<file path="src/rtl/imem_loader_pkg.sv">
// Shared types and constants for the instruction-memory image loader.
// Holds the FSM encoding and the stream framing widths.
package imem_loader_pkg;

    localparam int BYTES_PER_WORD = 4;
    localparam int COUNT_W        = 16;

    typedef enum logic [2:0] {
        ST_IDLE  = 3'd0,
        ST_LEN0  = 3'd1,
        ST_LEN1  = 3'd2,
        ST_DATA  = 3'd3,
        ST_WRITE = 3'd4,
        ST_FIN   = 3'd5
    } state_e;

endpackage

</file>
<file path="src/rtl/imem_loader_if.sv">
// Byte-stream valid/ready handshake between a byte source and the loader.
// The source is the master and the loader is the slave.
interface imem_loader_if;

    logic       in_valid;
    logic [7:0] in_data;
    logic       in_ready;

    modport master (output in_valid, output in_data, input in_ready);
    modport slave  (input in_valid, input in_data, output in_ready);

endinterface

</file>
<file path="src/rtl/imem_loader.sv">
// Loads a length-prefixed little-endian byte stream into RAM as 32-bit words.
// Words go to consecutive addresses from 0; abort returns to idle immediately.
module imem_loader
    import imem_loader_pkg::*;
#(
    parameter int ADDR_W = 12,
    parameter int DATA_W = 32
) (
    input  logic              clk,
    input  logic              rst_n,
    input  logic              start,
    input  logic              abort,
    imem_loader_if.slave      byte_in,
    output logic [ADDR_W-1:0] mem_addr,
    output logic [DATA_W-1:0] mem_wdata,
    output logic              mem_we,
    output logic              busy,
    output logic              done,
    output logic              err
);

    localparam logic [COUNT_W:0] DEPTH = {{COUNT_W{1'b0}}, 1'b1} << ADDR_W;

    state_e               state_q, state_d;
    logic [COUNT_W-1:0]   count_q, count_d;
    logic [ADDR_W-1:0]    addr_q,  addr_d;
    logic [DATA_W-1:0]    word_q,  word_d;
    logic [1:0]           idx_q,   idx_d;
    logic                 err_q,   err_d;
    logic                 accept;
    logic [COUNT_W:0]     len_full;

    // abort wins over a same-cycle byte, so it masks ready combinationally
    assign byte_in.in_ready = ((state_q == ST_LEN0) || (state_q == ST_LEN1) ||
                               (state_q == ST_DATA)) && !abort;
    assign accept    = byte_in.in_valid && byte_in.in_ready;
    assign mem_we    = (state_q == ST_WRITE) && !abort;
    assign done      = (state_q == ST_FIN) && !abort;
    assign busy      = (state_q != ST_IDLE);
    assign err       = err_q;
    assign mem_addr  = addr_q;
    assign mem_wdata = word_q;
    assign len_full  = {1'b0, byte_in.in_data, count_q[7:0]};

    always_comb begin
        state_d = state_q;
        count_d = count_q;
        addr_d  = addr_q;
        word_d  = word_q;
        idx_d   = idx_q;
        err_d   = err_q;
        if (abort && state_q != ST_IDLE) begin
            state_d = ST_IDLE;
        end else begin
            case (state_q)
                ST_IDLE: if (start) begin
                    state_d = ST_LEN0;
                    err_d   = 1'b0;
                    idx_d   = '0;
                    addr_d  = '0;
                end
                ST_LEN0: if (accept) begin
                    count_d[7:0] = byte_in.in_data;
                    state_d      = ST_LEN1;
                end
                ST_LEN1: if (accept) begin
                    count_d[15:8] = byte_in.in_data;
                    state_d       = (len_full == '0) ? ST_FIN : ST_DATA;
                    if (len_full > DEPTH) err_d = 1'b1;
                end
                ST_DATA: if (accept) begin
                    // shift right so the first byte ends up in the low lane
                    word_d = {byte_in.in_data, word_q[DATA_W-1:8]};
                    idx_d  = idx_q + 2'd1;
                    if (idx_q == 2'(BYTES_PER_WORD - 1)) state_d = ST_WRITE;
                end
                ST_WRITE: begin
                    addr_d  = addr_q + 1'b1;
                    count_d = count_q - COUNT_W'(1);
                    state_d = (count_q == COUNT_W'(1)) ? ST_FIN : ST_DATA;
                end
                ST_FIN:  state_d = ST_IDLE;
                default: state_d = ST_IDLE;
            endcase
        end
    end

    always_ff @(posedge clk or negedge rst_n) begin
        if (!rst_n) begin
            state_q <= ST_IDLE;
            count_q <= '0;
            addr_q  <= '0;
            word_q  <= '0;
            idx_q   <= '0;
            err_q   <= 1'b0;
        end else begin
            state_q <= state_d;
            count_q <= count_d;
            addr_q  <= addr_d;
            word_q  <= word_d;
            idx_q   <= idx_d;
            err_q   <= err_d;
        end
    end

endmodule

</file>
<file path="src/flat_wrapper.sv">
// flat-port wrapper written by rule: the top's interface ports become plain ports
module imem_loader_flat import imem_loader_pkg::*;
#(
    parameter int ADDR_W = 12,
    parameter int DATA_W = 32
)
  (clk, rst_n, start, abort, mem_addr, mem_wdata, mem_we, busy, done, err, byte_in_in_valid, byte_in_in_data, byte_in_in_ready);
  imem_loader_if byte_in_i ();
  input  logic clk;
  input  logic rst_n;
  input  logic start;
  input  logic abort;
  output logic [ADDR_W-1:0] mem_addr;
  output logic [DATA_W-1:0] mem_wdata;
  output logic mem_we;
  output logic busy;
  output logic done;
  output logic err;
  input wire logic [$bits(byte_in_i.in_valid)-1:0] byte_in_in_valid;
  input wire logic [$bits(byte_in_i.in_data)-1:0] byte_in_in_data;
  output wire logic [$bits(byte_in_i.in_ready)-1:0] byte_in_in_ready;
  assign byte_in_i.in_valid = byte_in_in_valid;
  assign byte_in_i.in_data = byte_in_in_data;
  assign byte_in_in_ready = byte_in_i.in_ready;
  imem_loader #(.ADDR_W(ADDR_W), .DATA_W(DATA_W)) u_core (.clk(clk), .rst_n(rst_n), .start(start), .abort(abort), .byte_in(byte_in_i), .mem_addr(mem_addr), .mem_wdata(mem_wdata), .mem_we(mem_we), .busy(busy), .done(done), .err(err));
endmodule
</file>
<file path="config.mk">
export PLATFORM = sky130hd
export DESIGN_NAME = imem_loader_flat
export DESIGN_NICKNAME = d
export VERILOG_FILES = /design/src/rtl/imem_loader_pkg.sv /design/src/rtl/imem_loader_if.sv /design/src/rtl/imem_loader.sv /design/src/flat_wrapper.sv
export SDC_FILE = /design/constraint.sdc
export NUM_CORES = 1
export LEC_CHECK = 0
export CAP_MARGIN = 25
export CORE_UTILIZATION = 35
export CTS_CLUSTER_DIAMETER = 100
export DETAILED_ROUTE_END_ITERATION = 8
export SETUP_SLACK_MARGIN = 0.1
export SLEW_MARGIN = 20
export SYNTH_ARGS = -nofsm -noshare
export SYNTH_HDL_FRONTEND = slang
export SYNTH_SLANG_ARGS = --single-unit
export TNS_END_PERCENT = 5
</file>
<file path="constraint.sdc">
create_clock -name clk -period 1.9 [get_ports clk]
set_input_delay 0.57 -clock clk [delete_from_list [all_inputs] [get_ports clk]]
set_output_delay 0.57 -clock clk [all_outputs]
set_load 0.02 [all_outputs]
</file>
==> metrics <==
Yosys top cell by area dfrtp_1; largest net degree at the start of global routing 67; Final Setup Violations 0; worst-margin pin slew 395 ps; Peak VDD IR 0.539 mV; Ys Warns 0; initial DRC count 106; DR pass1 iterations 5; adder-cell area share of the yosys netlist 0.0187; largest family of logic cells by synthesized area simple AND/OR/NAND/NOR gates; register area share after synthesis 0.494; placed instance count 535; post-place setup slack -628 ps; Leak 2.23 nW; Clock Path Buffers 2; Req. time, crit path between 1000 and 1500 ps; area of the multi-input gates 1630 sq um; DRC viols 0; clock sink count 66; HP Class in2async; die area 9950 sq um; htree depth 3; CTS Hold Bufs 0; top cell type's share of synthesized area 0.494; mux contribution to synthesized area 0.120; area growth from synthesis to layout 38.0%; # rows 35; Peak Freq 541 MHz; TritonCTS clock tree yes; Die Y 99.8 um; mean number of vias per cell 5.00; DP HPWL 5.72 mm; CP max FO 4; Post-Syn Area per Cell 10.6 sq um; first-pass GRT wire length 13.4 mm; final std cells w/o fill 553; CORE AREA 9240 sq um; GRT overflow 0; status complete, no violations; initial antenna violation count 0; WL/cell 14.6 um; Post-synth top cells dfrtp_1, nor2_1, mux2_2, nand2_1, a21oi_1; Final Hold Fails 0; EDFF count, synth 0; Post-Synth XOR/XNOR Area 0.0236; syn_nets 334; Final period util 0.973; Distinct cells, synth 53; most frequent cell after synthesis dfrtp_1; leading post-synthesis cells by cell area dfrtp_1, mux2_2, nor2_1; Fin Clk Skew 9.10 ps; Slowest cell on crit path dfrtp_1; Buffers & Inverters on Critical Path 1; Post-Synth Simple-Gate Area 0.165; synthesized area between 3000 and 4000 sq um; vias in the first global route between 2000 and 3000; ys flop type dfrtp_1; layout cells sized above 1 0.264; Final GP Congestion about 0.83; # diodes 0; clk slew on worst S/H paths 80 ps; CP peak stage delay 410 ps; Top Ports 62; fill cell count 871; via count 2763; CP top delay family flip-flops; worst skew pair latency 330 ps; register area 1650 sq um; IO Port Bufs roughly 60; endpoint class of the critical path output port; nature of the critical path startpoint flop; CP Class reg2out; Syn Inst Count 316; total track usage 0.173; max-slew violation count 0; DIE WIDTH 99.8 um; Routed Antenna Nets 0; # nets final roughly 440; fin crit period 1850 ps; root buf cell clkbuf_8; cts bufs inserted 9; ys async rst share 1.00; slew margin rel. 0.735; Critical Path AT 1280 ps; Synth Area in Compound Gates 0.147; maxcap violations 0; pwr dens 1190 nW/um^2; CP cell instances or3_4, buf_6; Initial Util 0.362; drt total wl 8.07 mm; post-synthesis register bit count between 60 and 70; RSZ-0062 raised after global routing true; fin worst setup slack just over 50 ps
-- cell usage in the layout, fill, tap and decap left out, types with 3 or more instances in the layout --
cell type / instances
nand4_1: 5
clkbuf_8: 11
mux2_2: 24
o22ai_1: 3
nor2b_1: 4
a22oi_1: 5
inv_1: 7
nand3_1: 6
nor3_1: 9
xnor2_1: 5
o21ai_0: 13
a22o_1: 3
ha_1: 5
dfrtp_1: 65
clkdlybuf4s50_1: 9
o21ai_1: 4
mux2i_1: 3
nor2_1: 32
nand2b_1: 4
o21a_1: 4
nor3_2: 4
buf_4: 45
nor4_1: 3
buf_12: 4
a21oi_1: 18
dlygate4sd2_1: 46
xor2_1: 4
nand2_1: 19
mux2_1: 9
o22a_1: 4
-- final timing paths --
check,end,cells past startpoint,from,slack (ps)
setup / recovery,busy,2,u_core.state_q[1]$_DFFE_PN0P_,50
hold / removal,u_core.mem_addr[4]$_DFFE_PN0P_,2,rst_n,240
setup reg to reg,u_core.count_q[10]$_DFFE_PN0P_,7,u_core.state_q[1]$_DFFE_PN0P_,160
hold reg to reg,u_core.mem_wdata[7]$_DFFE_PN0P_,1,u_core.mem_wdata[7]$_DFFE_PN0P_,500
max in group asynchronous,u_core.count_q[10]$_DFFE_PN0P_,2,rst_n,1350
min in group clk,u_core.mem_wdata[7]$_DFFE_PN0P_,1,u_core.mem_wdata[7]$_DFFE_PN0P_,500
-- worst reg2reg max path, delay by kind of cell (launching register included) --
kind / cells / cell delay (ps)
simple gates: 2 / 580
flops: 1 / 400
compound gates: 3 / 400
buf+inv: 2 / 300
-- logic make-up after synthesis --
kind of cell               Yosys count
adders and majority gates            5
xor gates and xnor gates             9
and+or+nand+nor                    107
DFF                                 66
AOI/OAI and AO/OA                   72
muxes                               36
buffers and inverters               21
-- layer usage --
metal,global-route usage,up-vias,share of wire
met5,0,-,0
met4,0.0622,0,0.011
met3,0.0415,6,0.037
met2,0.279,53,0.49
met1,0.226,1361,0.46
li1,-,1343,-
-- state kept, by name, indices dropped and copies added, names as in the netlist --
register,cells
u_core.count_q,16
u_core.err,1
u_core.idx_q,2
u_core.mem_addr,12
u_core.mem_wdata,32
u_core.state_q,3
-- layout make-up --
type	count	area share
inverters	7	0.00569
well taps	129	0.0350
flip-flops and latches	66	0.358
clock buffers	11	0.0328
repair buffers	107	0.203
clock inverters	4	0.0111
multi-input cells	229	0.354
-- stage by stage --
stage           util  hold slack, ps  total power, mW  cell area, sq um  setup TNS [ps]
2_1_floorplan      -             274             3.30              3350               0
3_3_place_gp   0.477             473             4.31              4410          -19090
3_5_place_dp   0.477             485             4.34              4410          -20000
4_1_cts        0.498             251             5.53              4610               0
5_1_grt        0.499             254             5.83              4610               0
6_report       0.499             236             5.49              4610               0
-- report_power, final --
part	leakage (nW)	total [mW]	internal, mW	switching [mW]
sequential	0.874	2.11	1.77	0.343
clock	0.101	1.22	0.671	0.545
combinational	1.26	2.16	1.04	1.12
total	2.23	5.49	3.48	2.01
-- what timing repair did --
item,4_1_cts,5_1_grt
buffers inserted,3,0
cloned,0,0
gates resized for setup,78,2
pin swaps,2,0
setup endpoints to repair,95,30
Power figures use the tool's default switching activity.
